## src/rtl/mmio_timer.sv

```systemverilog
// rtl/mmio_timer.sv - memory-mapped down-counting timer with level interrupt
// Optional prescaler compiled in by defining MMIO_TIMER_PRESCALE_EN.
module mmio_timer #(
  parameter logic [31:0] BASE_ADDR = 32'hFFFF_0100
) (
  input  logic        sys_clk,
  input  logic        rst,
  input  logic        mmu_mmio_read,
  input  logic        mmu_mmio_write,
  input  logic [31:0] mmu_mmio_addr,
  input  logic [31:0] mmu_mmio_wdata,
  output logic        mmu_mmio_hit,
  output logic [31:0] mmu_mmio_data,
  output logic        timer_irq
);

  localparam logic [2:0] IDX_CTRL     = 3'd0;
  localparam logic [2:0] IDX_LOAD     = 3'd1;
  localparam logic [2:0] IDX_COUNT    = 3'd2;
  localparam logic [2:0] IDX_STATUS   = 3'd3;
`ifdef MMIO_TIMER_PRESCALE_EN
  localparam logic [2:0] IDX_PRESCALE = 3'd4;
`endif

  // ctrl_q = {IE, AUTO, EN}
  logic [2:0]  ctrl_q, ctrl_d;
  logic [31:0] load_q, load_d;
  logic [31:0] count_q, count_d;
  logic        pend_q, pend_d;
`ifdef MMIO_TIMER_PRESCALE_EN
  logic [15:0] prescale_q, prescale_d;
  logic [15:0] pcnt_q, pcnt_d;
  logic        wr_prescale;
`endif

  logic       in_window;
  logic [2:0] reg_idx;
  logic       mapped;
  logic       wr_ctrl, wr_load, wr_count, wr_status;
  logic       en_clear;
  logic       tick;
  logic       expire;
  logic       unused_addr_bits;

  // Byte lanes within a word are not decoded; the window is 32 bytes wide.
  assign unused_addr_bits = ^mmu_mmio_addr[1:0];
  assign in_window = (mmu_mmio_addr[31:5] == BASE_ADDR[31:5]);
  assign reg_idx   = mmu_mmio_addr[4:2];

  // Address decode: hit only for a mapped register while a strobe is up.
  always_comb begin
    mapped = (reg_idx[2] == 1'b0);
`ifdef MMIO_TIMER_PRESCALE_EN
    if (reg_idx == IDX_PRESCALE) mapped = 1'b1;
`endif
    mmu_mmio_hit = (mmu_mmio_read | mmu_mmio_write) & in_window & mapped;
  end

  // Read mux returns pre-edge register state; zero unless a read hits.
  always_comb begin
    mmu_mmio_data = 32'h0;
    if (mmu_mmio_hit && mmu_mmio_read) begin
      case (reg_idx)
        IDX_CTRL:     mmu_mmio_data = {29'h0, ctrl_q};
        IDX_LOAD:     mmu_mmio_data = load_q;
        IDX_COUNT:    mmu_mmio_data = count_q;
        IDX_STATUS:   mmu_mmio_data = {31'h0, pend_q};
`ifdef MMIO_TIMER_PRESCALE_EN
        IDX_PRESCALE: mmu_mmio_data = {16'h0, prescale_q};
`endif
        default:      mmu_mmio_data = 32'h0;
      endcase
    end
  end

  assign timer_irq = pend_q & ctrl_q[2];

  // Next-state: timer tick first, then register writes override, set-wins on PEND.
  always_comb begin
    wr_ctrl   = mmu_mmio_write & mmu_mmio_hit & (reg_idx == IDX_CTRL);
    wr_load   = mmu_mmio_write & mmu_mmio_hit & (reg_idx == IDX_LOAD);
    wr_count  = mmu_mmio_write & mmu_mmio_hit & (reg_idx == IDX_COUNT);
    wr_status = mmu_mmio_write & mmu_mmio_hit & (reg_idx == IDX_STATUS);
    en_clear  = wr_ctrl & ~mmu_mmio_wdata[0];

    tick = ctrl_q[0] & ~en_clear;
`ifdef MMIO_TIMER_PRESCALE_EN
    wr_prescale = mmu_mmio_write & mmu_mmio_hit & (reg_idx == IDX_PRESCALE);
    tick = tick & (pcnt_q == prescale_q);
`endif
    expire = tick & (count_q == 32'h0);

    ctrl_d  = ctrl_q;
    load_d  = load_q;
    count_d = count_q;
    pend_d  = pend_q;

    if (tick) begin
      if (!expire)        count_d = count_q - 32'd1;
      else if (ctrl_q[1]) count_d = load_q;
    end
    if (expire && !ctrl_q[1]) ctrl_d[0] = 1'b0;

    if (wr_ctrl)  ctrl_d  = mmu_mmio_wdata[2:0];
    if (wr_load)  load_d  = mmu_mmio_wdata;
    if (wr_count) count_d = mmu_mmio_wdata;
    if (wr_status && mmu_mmio_wdata[0]) pend_d = 1'b0;
    if (expire) pend_d = 1'b1;

`ifdef MMIO_TIMER_PRESCALE_EN
    prescale_d = prescale_q;
    if (wr_prescale) prescale_d = mmu_mmio_wdata[15:0];
    if (!ctrl_q[0] || en_clear || wr_prescale) pcnt_d = 16'h0;
    else if (pcnt_q == prescale_q)             pcnt_d = 16'h0;
    else                                       pcnt_d = pcnt_q + 16'd1;
`endif
  end

  // State registers with synchronous reset that overrides any coincident access.
  always_ff @(posedge sys_clk) begin
    if (rst) begin
      ctrl_q     <= 3'h0;
      load_q     <= 32'h0;
      count_q    <= 32'h0;
      pend_q     <= 1'b0;
`ifdef MMIO_TIMER_PRESCALE_EN
      prescale_q <= 16'h0;
      pcnt_q     <= 16'h0;
`endif
    end else begin
      ctrl_q     <= ctrl_d;
      load_q     <= load_d;
      count_q    <= count_d;
      pend_q     <= pend_d;
`ifdef MMIO_TIMER_PRESCALE_EN
      prescale_q <= prescale_d;
      pcnt_q     <= pcnt_d;
`endif
    end
  end

endmodule

```

## config.mk

```make
export PLATFORM = sky130hd
export DESIGN_NAME = mmio_timer
export DESIGN_NICKNAME = d
export VERILOG_FILES = /design/src/rtl/mmio_timer.sv
export SDC_FILE = /design/constraint.sdc
export NUM_CORES = 1
export LEC_CHECK = 0
export ABC_AREA = 1
export BUFFER_PORTS_ARGS = -buffer_cell sky130_fd_sc_hd__clkbuf_2
export CAP_MARGIN = 10
export CORE_MARGIN = 2
export CORE_UTILIZATION = 45
export CTS_CLUSTER_DIAMETER = 100
export DETAILED_ROUTE_END_ITERATION = 12
export PLACE_DENSITY = 0.72
export SYNTH_ARGS = -nofsm -noshare
export SYNTH_HDL_FRONTEND = slang
export SYNTH_SLANG_ARGS = --single-unit
```

## constraint.sdc

```tcl
create_clock -name sys_clk -period 4 [get_ports sys_clk]
set_input_delay 0.8 -clock sys_clk [delete_from_list [all_inputs] [get_ports sys_clk]]
set_output_delay 0.8 -clock sys_clk [all_outputs]
set_load 0.01 [all_outputs]
```

==> results by stage, run 1 <==
Final layout:
- In the final layout, flip-flops and latches occupy 1360 µm².
- Measured on the finished design, the core utilization comes to 0.537.
- The repair_antennas step left the layout with diodes totalling 0.
- The final cell count without fillers is 1,115.
- The area occupied by multi-input gates is 3040 µm².
- Compared with the post-synthesis result, the final layout area differs by 16.2%.
- The proportion of layout cells with a drive suffix above 1 is 0.138.
- After the last flow step, the layout net total stands at approximately 1,000.
- The number of fill cells in the layout is between 1,000 and 1,500.

Floorplanning:
- During I/O placement, the number of pins put on the boundary was a little over 100.
- The floorplan die height is 110 µm.
- The area of the core is ~11,000 µm².
- The x dimension of the die is between 100 and 150 µm.
- For this configuration, the core starts out at a cell density of 0.462.
- After floorplanning, the core was divided into 38 placement rows.
- The die covers around 12,000 µm².

Power and ir drop:
- Of the total power, the share spent switching nets is 0.245.
- The leakage power total is between 2 and 3 nW.
- The combinational share of power is 0.069.
- Of the total power, registers draw 0.494.
- The net switching power figure is 0.000336 W.
- Dividing total power by cell area gives a power density of 235 nW/µm².
- Of the total power, the clock network draws 0.437.
- Internal power comes to 0.00103 W.
- Across the VDD grid, the largest voltage drop is 141 µV.

Setup path:
- Data on the critical path is required at its endpoint by 3.20 ns.
- The worst setup path is of the in -> out kind.
- Of all nets on the critical path, the largest fanout is 32.
- At the worst endpoint, the arrival time is 2.32 ns.
- The worst reg2reg path endpoint is count_q[12].
- In this run the register-to-register setup slack is 1.48 ns.
- STA classifies the critical path startpoint as an input pin.
- The worst register-to-register path begins at count_q[8].
- The kind of end point of the critical path is a primary output.
- The depth of the worst register-to-register path is 13.

Flow run:
- Max-cap violations in this run came to 0.

Timing:
- Counting I/O delays and the setup requirement, the final critical path takes 3.12 ns.
- The final clock skew is 0.00686 ns.
- The transition time at the pin with the least slew margin is 1.10 ns.
- The maximum frequency from static timing analysis is 321 MHz.
- The hold violation total from the final report is 0.
- The final-layout setup total negative slack is 0 ns.
- Setup repair after global routing left no endpoint under its margin.
- The total count of max-transition violations in the final report is 0.
- The part of the cycle the worst path needs is 0.779.
- The worst pin sits at a relative slew slack of 0.260.
- The setup violation total in the final timing report is 0.

Synthesis:
- Of the synthesized area, sequential elements account for 0.272.
- After synthesis, the cell types taking the most area are sky130_fd_sc_hd__dfxtp_1, sky130_fd_sc_hd__nand2_1, sky130_fd_sc_hd__nor2_1.
- The share of synthesized flip-flops with an asynchronous set or reset is 0.
- Counting flops with a built-in enable in the synthesized netlist gives 0.
- The share of synthesized area in the top cell type comes to 0.272.
- The number of flip-flops and latches in the synthesized netlist is 68.
- The biggest area contributor in the post-synthesis netlist is sky130_fd_sc_hd__dfxtp_1.
- For this run, the leading register cell type out of synthesis is sky130_fd_sc_hd__dfxtp_1.
- The distinct cell type count of the synthesized netlist is 30.
- The total of warnings raised by yosys is 0.
- The net count of the mapped netlist is 959.
- Dividing the synthesized area by the synthesized cell count gives 5.64 µm².
- The cell area that synthesis handed to floorplanning was 5010 µm².
- The number of standard cells after synthesis is 889.

Place:
- The total instance count after detailed placement is 1,099.
- The number of input and output port buffers inserted is 99.
- The final RePlAce weighted congestion is around 0.94.
- The total half-perimeter wirelength after legalization and detailed placement is 10.2 mm.

Clocking:
- The buffer count from post-CTS setup fixing is 0.
- The worst-skew pair later-pin latency is 0.36 ns.
- The CTS tree is built.
- The clock edge transition at the registers on the reported setup and hold paths is around 0.070 ns.
- The number of buffers added by the clock tree synthesis step is 9.
- CTS placed an instance of sky130_fd_sc_hd__clkbuf_8 at the clock tree root.
- The clock passes through at most 2 buffers.
- For this design, the sink count on the clock tree is 68.
- The number of buffers inserted by hold repair at cts is 0.
- The maximum level of the CTS H-tree is 3.
- The number of cells upsized or downsized after cts is 0.

Drt:
- Across all layers, the routed design uses between 5,000 and 6,000 vias.
- After detailed routing, the total wire length is roughly 14 mm.
- The detail route stage leaves a number of antenna-violating nets equal to 0.
- The wire length per cell after detailed routing is 12.9 µm.
- After detailed routing, the number of remaining DRC violations is 0.
- The starting DRC count in detailed routing is 348.
- Using the TritonRoute via totals, the vias-per-cell ratio works out to a little over 5.
- Before antenna repair, the detailed router went through 6 iterations.

Hold path:
- The tightest min-delay check is of the reg -> reg type.
- Counting instances, the worst hold path has a depth of 2.
- For hold timing, the worst endpoint is ctrl_q[2].
- In this run the most critical hold path is launched from ctrl_q[2].

Global routing:
- The overall track demand over capacity in global routing is 0.247.
- The number of global-route vias before repair is just over 5,000.
- The first-pass GRT wire length is 23.6 mm.
- The number of antenna violations at the first check in global routing is 0.
- Entering global routing, the biggest net connects 65 pins.
- The residual overflow from global routing is 0.

Outcome:
- The run finished with clean final reports.
## layout by cell type (no fill, tap or decap)
master,n
sky130_fd_sc_hd__a211oi_1,2
sky130_fd_sc_hd__a21oi_1,71
sky130_fd_sc_hd__a22oi_1,1
sky130_fd_sc_hd__a31oi_1,2
sky130_fd_sc_hd__and2_1,1
sky130_fd_sc_hd__and3_1,1
sky130_fd_sc_hd__buf_4,14
sky130_fd_sc_hd__bufinv_16,1
sky130_fd_sc_hd__clkbuf_1,1
sky130_fd_sc_hd__clkbuf_2,99
sky130_fd_sc_hd__clkbuf_8,11
sky130_fd_sc_hd__clkinv_1,3
sky130_fd_sc_hd__clkinv_2,2
sky130_fd_sc_hd__clkinvlp_4,1
sky130_fd_sc_hd__dfxtp_1,68
sky130_fd_sc_hd__ha_1,2
sky130_fd_sc_hd__inv_1,114
sky130_fd_sc_hd__inv_2,2
sky130_fd_sc_hd__nand2_1,241
sky130_fd_sc_hd__nand2_2,1
sky130_fd_sc_hd__nand3_1,88
sky130_fd_sc_hd__nand3b_1,10
sky130_fd_sc_hd__nand4_1,14
sky130_fd_sc_hd__nor2_1,130
sky130_fd_sc_hd__nor2_2,2
sky130_fd_sc_hd__nor3_1,4
sky130_fd_sc_hd__nor3_2,1
sky130_fd_sc_hd__nor4_1,1
sky130_fd_sc_hd__nor4_4,1
sky130_fd_sc_hd__o211ai_1,1
sky130_fd_sc_hd__o21ai_0,28
sky130_fd_sc_hd__o21ai_1,29
sky130_fd_sc_hd__xnor2_1,4
sky130_fd_sc_hd__xor2_1,24
## area by class of cell
| class | instances | share of cell area |
|---|---|---|
| clock buffers | 12 | 0.0266 |
| multi-input cells | 659 | 0.522 |
| flip-flops and latches | 68 | 0.234 |
| repair buffers | 113 | 0.103 |
| well taps | 140 | 0.0301 |
| clock inverters | 4 | 0.00816 |
| inverters | 119 | 0.0767 |
## critical path, cell delays in order
cell,delay [ns]
sky130_fd_sc_hd__clkbuf_2,0.18
sky130_fd_sc_hd__inv_2,0.05
sky130_fd_sc_hd__nand2_1,0.11
sky130_fd_sc_hd__inv_2,0.04
sky130_fd_sc_hd__nor2_1,0.09
sky130_fd_sc_hd__nand2_1,0.08
sky130_fd_sc_hd__nor2_2,0.25
sky130_fd_sc_hd__nand2_1,0.08
sky130_fd_sc_hd__buf_4,0.26
sky130_fd_sc_hd__a21oi_1,0.22
sky130_fd_sc_hd__clkbuf_2,0.17
## stage by stage
step / instance area [µm²] / setup slack (ns) / total power [W] / hold WS, ns
2_1_floorplan: 5010 / 1.11 / 0.000731 / 0.445
3_3_place_gp: 5620 / 0.888 / 0.000785 / 0.464
3_5_place_dp: 5620 / 0.879 / 0.000786 / 0.480
4_1_cts: 5820 / 0.893 / 0.00138 / 0.491
5_1_grt: 5820 / 0.772 / 0.00141 / 0.516
6_report: 5820 / 0.882 / 0.00137 / 0.485
## routing by layer
layer  global-route usage  vias up  share of wire
met3               0.0350       14          0.072
li1                     -     2967              -
met5                    0        -              0
met4               0.0660        0          0.012
met2                0.414      185           0.44
met1                0.331     2462           0.48
## power by group through the flow
stage / sequential [W] / clock [W] / combinational [W]
final: 0.000676 / 0.000598 / 0.0000939
after global routing: 0.000676 / 0.000630 / 0.000106
after CTS: 0.000676 / 0.000606 / 0.0000944
after detailed placement: 0.000692 / 0 / 0.0000937
after global placement: 0.000692 / 0 / 0.0000931
after floorplan: 0.000692 / 0 / 0.0000390
## sequential cells by signal, indices dropped and copies added (netlist names)
register	count
pend_q	1
count_q	32
load_q	32
ctrl_q	3
## worst max-delay path by stage
stage | slack (ns) | cells past startpoint | startpoint | to
after global placement | 0.89 | 11 | mmu_mmio_write | mmu_mmio_data[1]
after CTS | 0.89 | 11 | mmu_mmio_write | mmu_mmio_data[1]
final | 0.88 | 11 | mmu_mmio_write | mmu_mmio_data[30]
after floorplan | 1.11 | 9 | mmu_mmio_addr[4] | mmu_mmio_data[0]
after global routing | 0.77 | 11 | mmu_mmio_write | mmu_mmio_data[1]
after detailed placement | 0.88 | 11 | mmu_mmio_write | mmu_mmio_data[1]
## logic make-up after synthesis
| kind of cell | synth area share |
|---|---|
| buf+inv | 0.124 |
| compound gates | 0.136 |
| xor+xnor | 0.0489 |
| fa+ha+maj | 0.00499 |
| flops | 0.272 |
| simple gates | 0.414 |
## Yosys cell counts (10+ instances only)
| cell type | instances |
|---|---|
| sky130_fd_sc_hd__nand3_1 | 88 |
| sky130_fd_sc_hd__o21ai_0 | 28 |
| sky130_fd_sc_hd__nor2_1 | 131 |
| sky130_fd_sc_hd__xor2_1 | 24 |
| sky130_fd_sc_hd__buf_2 | 10 |
| sky130_fd_sc_hd__nand4_1 | 14 |
| sky130_fd_sc_hd__clkbuf_1 | 30 |
| sky130_fd_sc_hd__o21ai_1 | 29 |
| sky130_fd_sc_hd__nand3b_1 | 10 |
| sky130_fd_sc_hd__nand2_1 | 241 |
| sky130_fd_sc_hd__dfxtp_1 | 68 |
| sky130_fd_sc_hd__inv_1 | 114 |
| sky130_fd_sc_hd__a21oi_1 | 71 |
Note: power is estimated with default switching activity, not from simulation.
==> run 2, diff against run 1 <==
- ABC_AREA: 1 -> 0
- PLACE_DENSITY: 0.72 -> 0.74
- clock period: 4 -> 3.2 ns (I/O delays scaled with it)
==> run 2 against run 1 <==
Non-clock buffer count increased by 7. Sequential share of layout area increased by 3.0 points. Clock skew increased by 0.0035 ns. Flip-flop and latch count unchanged. Critical path depth decreased by 3. Combinational power about the same. Clock-buffer cell count decreased by 3. Largest power group unchanged.
==> results by stage, run 2 <==
Outcome:
- The flow ran to the end, and the final reports show no timing, DRC or antenna violations.

Clocking:
- The buffer cell driving the clock tree root is sky130_fd_sc_hd__clkbuf_8.
- TritonCTS built the clock tree.
- The maximum level of the CTS H-tree is 3.
- In this run the deepest clock path goes through 2 buffers.
- The number of buffers inserted by hold repair at cts is 0.
- Clock-pin slew was measured on the worst setup and hold paths at 0.08 ns.
- The worst-skew pair later-pin latency is around 0.35 ns.
- The number of buffers added by the clock tree synthesis step is 9.
- The buffer count from post-CTS setup fixing is 0.
- For this design, the sink count on the clock tree is about 70.
- The number of cells upsized or downsized after cts is 0.

Synthesis:
- The share of synthesized flip-flops with an asynchronous set or reset is 0.
- The cell taking the most area after synthesis is sky130_fd_sc_hd__dfxtp_1.
- The share of synthesized area in the top cell type comes to 0.313.
- The number of enable-type register cells in the synthesized netlist is 0.
- Ranked by total cell area, the synthesized netlist is headed by sky130_fd_sc_hd__dfxtp_1, sky130_fd_sc_hd__nand2_1, sky130_fd_sc_hd__nor2_1.
- The total of warnings raised by yosys is 0.
- A synthesized cell averages 7.46 µm².
- The number of flip-flops and latches in the synthesized netlist is 68.
- The net count of the mapped netlist is 654.
- The distinct cell type count of the synthesized netlist is 46.
- By count the netlist is led by sky130_fd_sc_hd__nand2_1, sky130_fd_sc_hd__dfxtp_1, sky130_fd_sc_hd__nor2_1.
- The share of the yosys chip area belonging to registers is 0.313.
- The mapped netlist covers 4360 µm².
- The flip-flop cell with the highest count after synthesis is sky130_fd_sc_hd__dfxtp_1.
- Synthesis produced 584 cells.
- The most numerous cell in the Yosys netlist is sky130_fd_sc_hd__nand2_1.

Final layout:
- The library cell used most frequently in the layout, excluding fill and tap cells, is sky130_fd_sc_hd__nand2_1.
- The area growth from synthesis to layout is 18.7%.
- The repair_antennas step left the layout with diodes totalling 0.
- In the final layout, the registers with the most flip-flops are count_q (32), load_q (32), ctrl_q (3).
- Summing all non-filler instances in the final layout gives an area of about 5200 µm².
- In the layout the commonest cells are sky130_fd_sc_hd__nand2_1, sky130_fd_sc_hd__clkbuf_2, sky130_fd_sc_hd__dfxtp_1.
- The number of nets in the layout is 732.
- In the final layout, the share of cells above drive strength 1 is 0.246.
- The final core utilization is 0.554.

Timing:
- The clock arrives with 0.0104 ns of skew.
- The maximum frequency from static timing analysis is 339 MHz.
- The total count of max-transition violations in the final report is 0.
- The worst pin sits at a relative slew slack of 0.358.
- Of the available clock period, the critical path in the final layout requires 0.922.
- The final worst setup slack is 0.249 ns.
- For the pin with the worst max-slew slack, the measured transition is 0.962 ns.
- The worst path in the final design needs a cycle of 2.95 ns, including I/O delays and setup.
- The setup violation total in the final timing report is 0.
- The hold violation total from the final report is 0.
- Setup repair after global routing left no endpoint under its margin.
- Summed over all failing endpoints, the final setup total negative slack is 0 ns.

Setup path:
- The number of buffers and inverters on the critical path is 1.
- The worst setup path is launched from a flop.
- The required time at the worst-slack endpoint is roughly 3.5 ns.
- Traced cell by cell, the critical path runs through or4_4, or3_1, or4_4, o21ai_4, o21ai_4, buf_12, o211a_1, nor3_1.
- The worst register-to-register path has a depth of 8.
- In this run the worst path has a maximum fanout of 43.
- The data arrival time of the critical path is ~3.2 ns.
- The worst setup path is of the reg -> reg kind.
- The slowest stage of the critical path is the sky130_fd_sc_hd__or4_4 cell.
- The worst setup path is captured at a flop.
- In this run the number of cells on the critical path is 8.
- The category of cells accounting for the largest share of critical-path delay is simple AND/OR/NAND/NOR gates.
- The delay of the slowest cell on the worst path is 0.61 ns.

Hold path:
- The type of the most critical hold path is reg -> reg.
- Along the worst hold path, the cell count comes to 2.

Drt:
- The detailed-route vias per instance is 5.73.
- The number of vias after detailed routing is 4,561.
- The aggregate routed wire length is around 12 mm.
- The count of nets left with antenna violations after detail routing is 0.
- The wire length per cell after detailed routing is 15.6 µm.
- After the first detailed-routing iteration, the DRC count stood at 357.
- After detailed routing, the number of remaining DRC violations is 0.
- The first detailed-routing pass took 5 iterations.

Floorplanning:
- For this configuration, the core starts out at a cell density of 0.467.
- The die covers 10,500 µm².
- The die is 102 µm wide.
- The region available for standard cell placement spans 9330 µm².
- The floorplan has 35 rows.
- The I/O pin count is 102.
- The floorplan die height is 102 µm.

Power and ir drop:
- VDD sags by at most slightly above 200 µV.
- Dividing total power by cell area gives a power density of 321 nW/µm².
- For this design the static power due to leakage is a little under 2 nW.

Global routing:
- The overall track demand over capacity in global routing is 0.245.
- Entering global routing, the biggest net connects 44 pins.
- The number of antenna violations at the first check in global routing was 0.
- The residual overflow from global routing is 0.
- The number of global-route vias before repair was 4,361.
- The first global-routing pass estimated 20.6 mm of wire.

Place:
- The total half-perimeter wirelength after legalization and detailed placement is 8.55 mm.
- During placement, the flow inserted port buffers numbering 99.
- The placed instances occupy a cell area of 4970 µm².
- Timing analysis after detailed placement gives a worst setup slack of 0.144 ns.
- Routability-driven placement finished with a final weighted congestion of around 0.84.

Flow run:
- The number of max-capacitance violations reported is 0.
## run 2: cell families (layout without fill, tap and decap cells)
kind of cell | count (synthesis) | in the layout | synth area share
fa+ha+maj | 2 | 2 | 0.00574
compound gates | 151 | 151 | 0.266
flops | 68 | 68 | 0.313
simple gates | 272 | 272 | 0.285
xor+xnor | 27 | 27 | 0.0543
mux | 6 | 6 | 0.0167
buf+inv | 58 | 141 | 0.0592
## run 2: metrics by stage
| stage | power, W | hold slack, ns | std cells |
|---|---|---|---|
| global route | 0.00172 | 0.490 | 796 |
| global placement | 0.000956 | 0.456 | 780 |
| CTS | 0.00167 | 0.473 | 796 |
| floorplan | 0.000898 | 0.446 | 584 |
| finish | 0.00166 | 0.471 | 796 |
| detailed placement | 0.000958 | 0.462 | 780 |
## run 2: layer usage
| layer | GRT usage | vias to the layer above | part of all wire |
|---|---|---|---|
| li1 | - | 2240 | - |
| met2 | 0.431 | 163 | 0.49 |
| met4 | 0.0759 | 0 | 0.016 |
| met3 | 0.0445 | 21 | 0.062 |
| met5 | 0 | - | 0 |
| met1 | 0.306 | 2137 | 0.43 |
## run 2: worst register-to-register path: stages, from the launching register on
cell	delay, ns
sky130_fd_sc_hd__dfxtp_1	0.39
sky130_fd_sc_hd__or4_4	0.61
sky130_fd_sc_hd__or3_1	0.42
sky130_fd_sc_hd__or4_4	0.45
sky130_fd_sc_hd__o21ai_4	0.17
sky130_fd_sc_hd__o21ai_4	0.23
sky130_fd_sc_hd__buf_12	0.28
sky130_fd_sc_hd__o211a_1	0.14
sky130_fd_sc_hd__nor3_1	0.18
## run 2: area by class of cell
type,count,area [µm²]
Clock buffer,9,124
Clock inverter,7,76.3
Fill cell,889,4160
Inverter,5,18.8
Multi-Input combinational cell,458,2750
Sequential cell,68,1360
Tap cell,129,161
Timing Repair Buffer,120,678
## run 2: power by group
group          leakage, nW  internal (W)       switching, W
combinational         1.33     0.0000403          0.0000533
clock               0.0958      0.000363           0.000356
sequential           0.547      0.000845  0.000000000000679
total                 1.98       0.00125           0.000410
## run 2: path summary, 6_finish.rpt
kind / startpoint / endpoint / slack [ns]
max: count_q[12] / count_q[14] / 0.25
min: load_q[3] / load_q[3] / 0.47
max reg2reg: count_q[12] / count_q[14] / 0.25
min reg2reg: load_q[3] / load_q[3] / 0.47
==> run 3, diff against run 2 <==
==> constraint.sdc (replaced) <==
create_clock -name sys_clk -period 3.2 [get_ports sys_clk]
set_input_delay 0.48 -clock sys_clk [delete_from_list [all_inputs] [get_ports sys_clk]]
set_output_delay 0.48 -clock sys_clk [all_outputs]
set_load 0.01 [all_outputs]
==> run 3 against run 2 <==
Sequential power is essentially flat. Maximum frequency up 0.98%. Non-clock buffer count shrank 3. Global-route usage is 0.32 points lower. Clock skew increased by 0.0018 ns. Highest routed layer unchanged.
==> results by stage, run 3 (same netlist as run 2, synthesis figures left out) <==
Drt:
- For this block, the routed nets add up to 12.5 mm of wire.
- The total iterations of the first detailed-routing run is 5.
- The detailed-route vias per instance is roughly 5.7.
- The number of remaining DRC errors is 0.
- The starting DRC count in detailed routing is around 360.
- The number of vias after detailed routing is 4,546.
- The wire length per cell after detailed routing is 15.8 µm.
- Once detail routing completed, the nets flagged for antenna violations numbered 0.

Timing:
- The headroom to the max-slew limit is 0.441.
- The minimum period implied by the final worst setup slack is 2.92 ns.
- The total count of max-transition violations in the final report is 0.
- The part of the cycle the worst path needs is 0.913.
- Setup repair after global routing left no endpoint under its margin.
- After layout, the worst setup slack is 0.278 ns.
- The hold violation total from the final report is 0.
- Adding up every negative setup slack in the final design gives 0 ns.
- At the pin with the least slew margin, the transition time is 0.839 ns.
- The maximum frequency from static timing analysis is between 300 and 400 MHz.
- Across the routed clock network, the largest skew measured is 0.0121 ns.
- Setup violations remaining at the end of the flow were counted as 0.

Clocking:
- The number of buffers added by the clock tree synthesis step is 9.
- The number of clock sinks seen by CTS is 68.
- The buffer count from post-CTS setup fixing is 0.
- The number of cells upsized or downsized after cts is 0.
- Clock-pin slew was measured on the worst setup and hold paths at 0.08 ns.
- The clock passes through at most 2 buffers.
- The number of buffers inserted by hold repair at cts is 0.
- The later pin in the worst-skew pair is clocked with a latency of 0.35 ns.
- The CTS tree is built.
- The buffer cell driving the clock tree root is sky130_fd_sc_hd__clkbuf_8.
- In this run the number of H-tree levels came out at 3.

Power and ir drop:
- The design draws 0.00183 W.
- IR analysis of the VDD net gives a maximum drop of 179 µV.
- The power density of the placed cells is 353 nW/µm².
- The analysis attributes to cell leakage a power of 1.98 nW.

Floorplanning:
- The number of rows in the core area is 35.
- Measured along the x axis, the die boundary spans 102 µm.
- The initial utilization of the core area, before any placement, comes to 0.467.
- Measured along the y axis, the die boundary spans 102 µm.
- The full die area is 10,500 µm².
- The area of the core is a little over 9000 µm².
- In this run the count of I/O pins placed on the die edge is 102.

Place:
- At the end of routability-driven placement, the weighted congestion stood at about 0.81.
- Detailed placement ended at an HPWL of 8.30 mm.
- The setup slack at placement is 0.309 ns.
- In this run the tool buffered the top-level ports with 99 buffer cells.

Final layout:
- The largest registers in the layout are count_q (32), load_q (32), ctrl_q (3).
- The area occupied by multi-input gates is 2750 µm².
- The area growth from synthesis to layout is 19.0%.
- Leaving out fill and tap cells, the most frequent cells in the layout are sky130_fd_sc_hd__nand2_1, sky130_fd_sc_hd__clkbuf_2, sky130_fd_sc_hd__dfxtp_1.
- The storage element area is ~1400 µm².
- The most common cell after layout, fill and taps aside is sky130_fd_sc_hd__nand2_1.
- For this run, the post-layout net count is 729.
- After filler insertion, the fill cell instance count of the layout stands at a little under 900.
- The number of antenna diodes in the final layout is 0.
- In the final layout, the share of cells above drive strength 1 is 0.242.

Flow run:
- The number of max-capacitance violations reported is 0.

Global routing:
- The overall track demand over capacity in global routing is 0.242.
- The number of global-route vias before repair was 4,226.
- For this run the aggregate overflow at the end of global routing stands at 0.
- The first-pass GRT wire length is 20.3 mm.
- Entering global routing, the biggest net connects 46 pins.
- The number of antenna violations at the first check in global routing is 0.

Setup path:
- The type of element launching the critical path is a flop.
- Walking the worst path, the cells encountered are or3_1, or4b_1, or4_4, o21ai_4, o21ai_4, buf_12, o211a_1, nor3_1.
- The delay of the slowest cell on the worst path is approximately 0.6 ns.
- The data arrival time of the critical path is 3.18 ns.
- The number of buffers and inverters on the critical path is 1.
- The slowest cell on the critical path is sky130_fd_sc_hd__or4b_1.
- STA classifies the critical path endpoint as a flop.
- By instance count, the cell type seen most on the critical path is sky130_fd_sc_hd__o21ai_4.
- The type of the worst setup path is reg -> reg.
- The maximum fanout encountered on the critical timing path is 45.
- STA puts the critical path data required time at 3.46 ns.
- In this design, the largest share of critical-path delay is due to simple AND/OR/NAND/NOR gates.

Hold path:
- The tightest min-delay check is of the in -> reg type.

Outcome:
- The flow ran to the end, and the final reports show no timing, DRC or antenna violations.
run 3: changes by cell type in the layout (fill, tap and decap cells not counted):
cell / change
sky130_fd_sc_hd__clkinvlp_4: -1
sky130_fd_sc_hd__inv_6: -1
sky130_fd_sc_hd__buf_12: -1
sky130_fd_sc_hd__bufinv_16: +2
sky130_fd_sc_hd__buf_4: -2
sky130_fd_sc_hd__clkinv_4: -1
sky130_fd_sc_hd__clkbuf_8: +1
run 3: through the flow:
stage	std cells	hold slack [ns]	area [µm²]	utilization
2_1_floorplan	584	0.446	4360	-
3_3_place_gp	777	0.455	4940	0.529
3_5_place_dp	777	0.461	4940	0.529
4_1_cts	793	0.348	5180	0.556
5_1_grt	793	0.350	5180	0.556
6_report	793	0.357	5180	0.556
run 3: layout make-up:
type	count	share of cell area
multi-input combinational	458	0.531
sequential	68	0.263
clock buffer	10	0.0265
inverter	5	0.00362
timing repair buffer	117	0.124
clock inverter	6	0.0215
tap	129	0.0311
run 3: worst register-to-register path, cell delays in order (launching register included):
cell and delay [ns]:
sky130_fd_sc_hd__dfxtp_1 0.36, sky130_fd_sc_hd__or3_1 0.41, sky130_fd_sc_hd__or4b_1 0.60, sky130_fd_sc_hd__or4_4 0.52
sky130_fd_sc_hd__o21ai_4 0.17, sky130_fd_sc_hd__o21ai_4 0.21, sky130_fd_sc_hd__buf_12 0.27, sky130_fd_sc_hd__o211a_1 0.14
sky130_fd_sc_hd__nor3_1 0.16
run 3: report_power, final:
part | switching [W] | internal (W)
logic | 0.0000532 | 0.0000408
registers | 0.000000000000673 | 0.000845
clock network | 0.000353 | 0.000539
run 3: final timing paths:
| path | start | endpoint | slack, ns | depth (start not counted) |
|---|---|---|---|---|
| worst max-delay path | count_q[29] | count_q[14] | 0.28 | 8 |
| worst min-delay path | mmu_mmio_wdata[24] | load_q[24] | 0.36 | 3 |
| worst max register to register | count_q[29] | count_q[14] | 0.28 | 8 |
| worst min register to register | load_q[17] | load_q[17] | 0.47 | 2 |
run 3: layer usage:
layer / GRT usage / up-vias / share of wire
li1: - / 2236 / -
met1: 0.323 / 2118 / 0.44
met2: 0.406 / 176 / 0.48
met3: 0.0404 / 16 / 0.066
met4: 0.0656 / 0 / 0.013
met5: 0 / - / 0
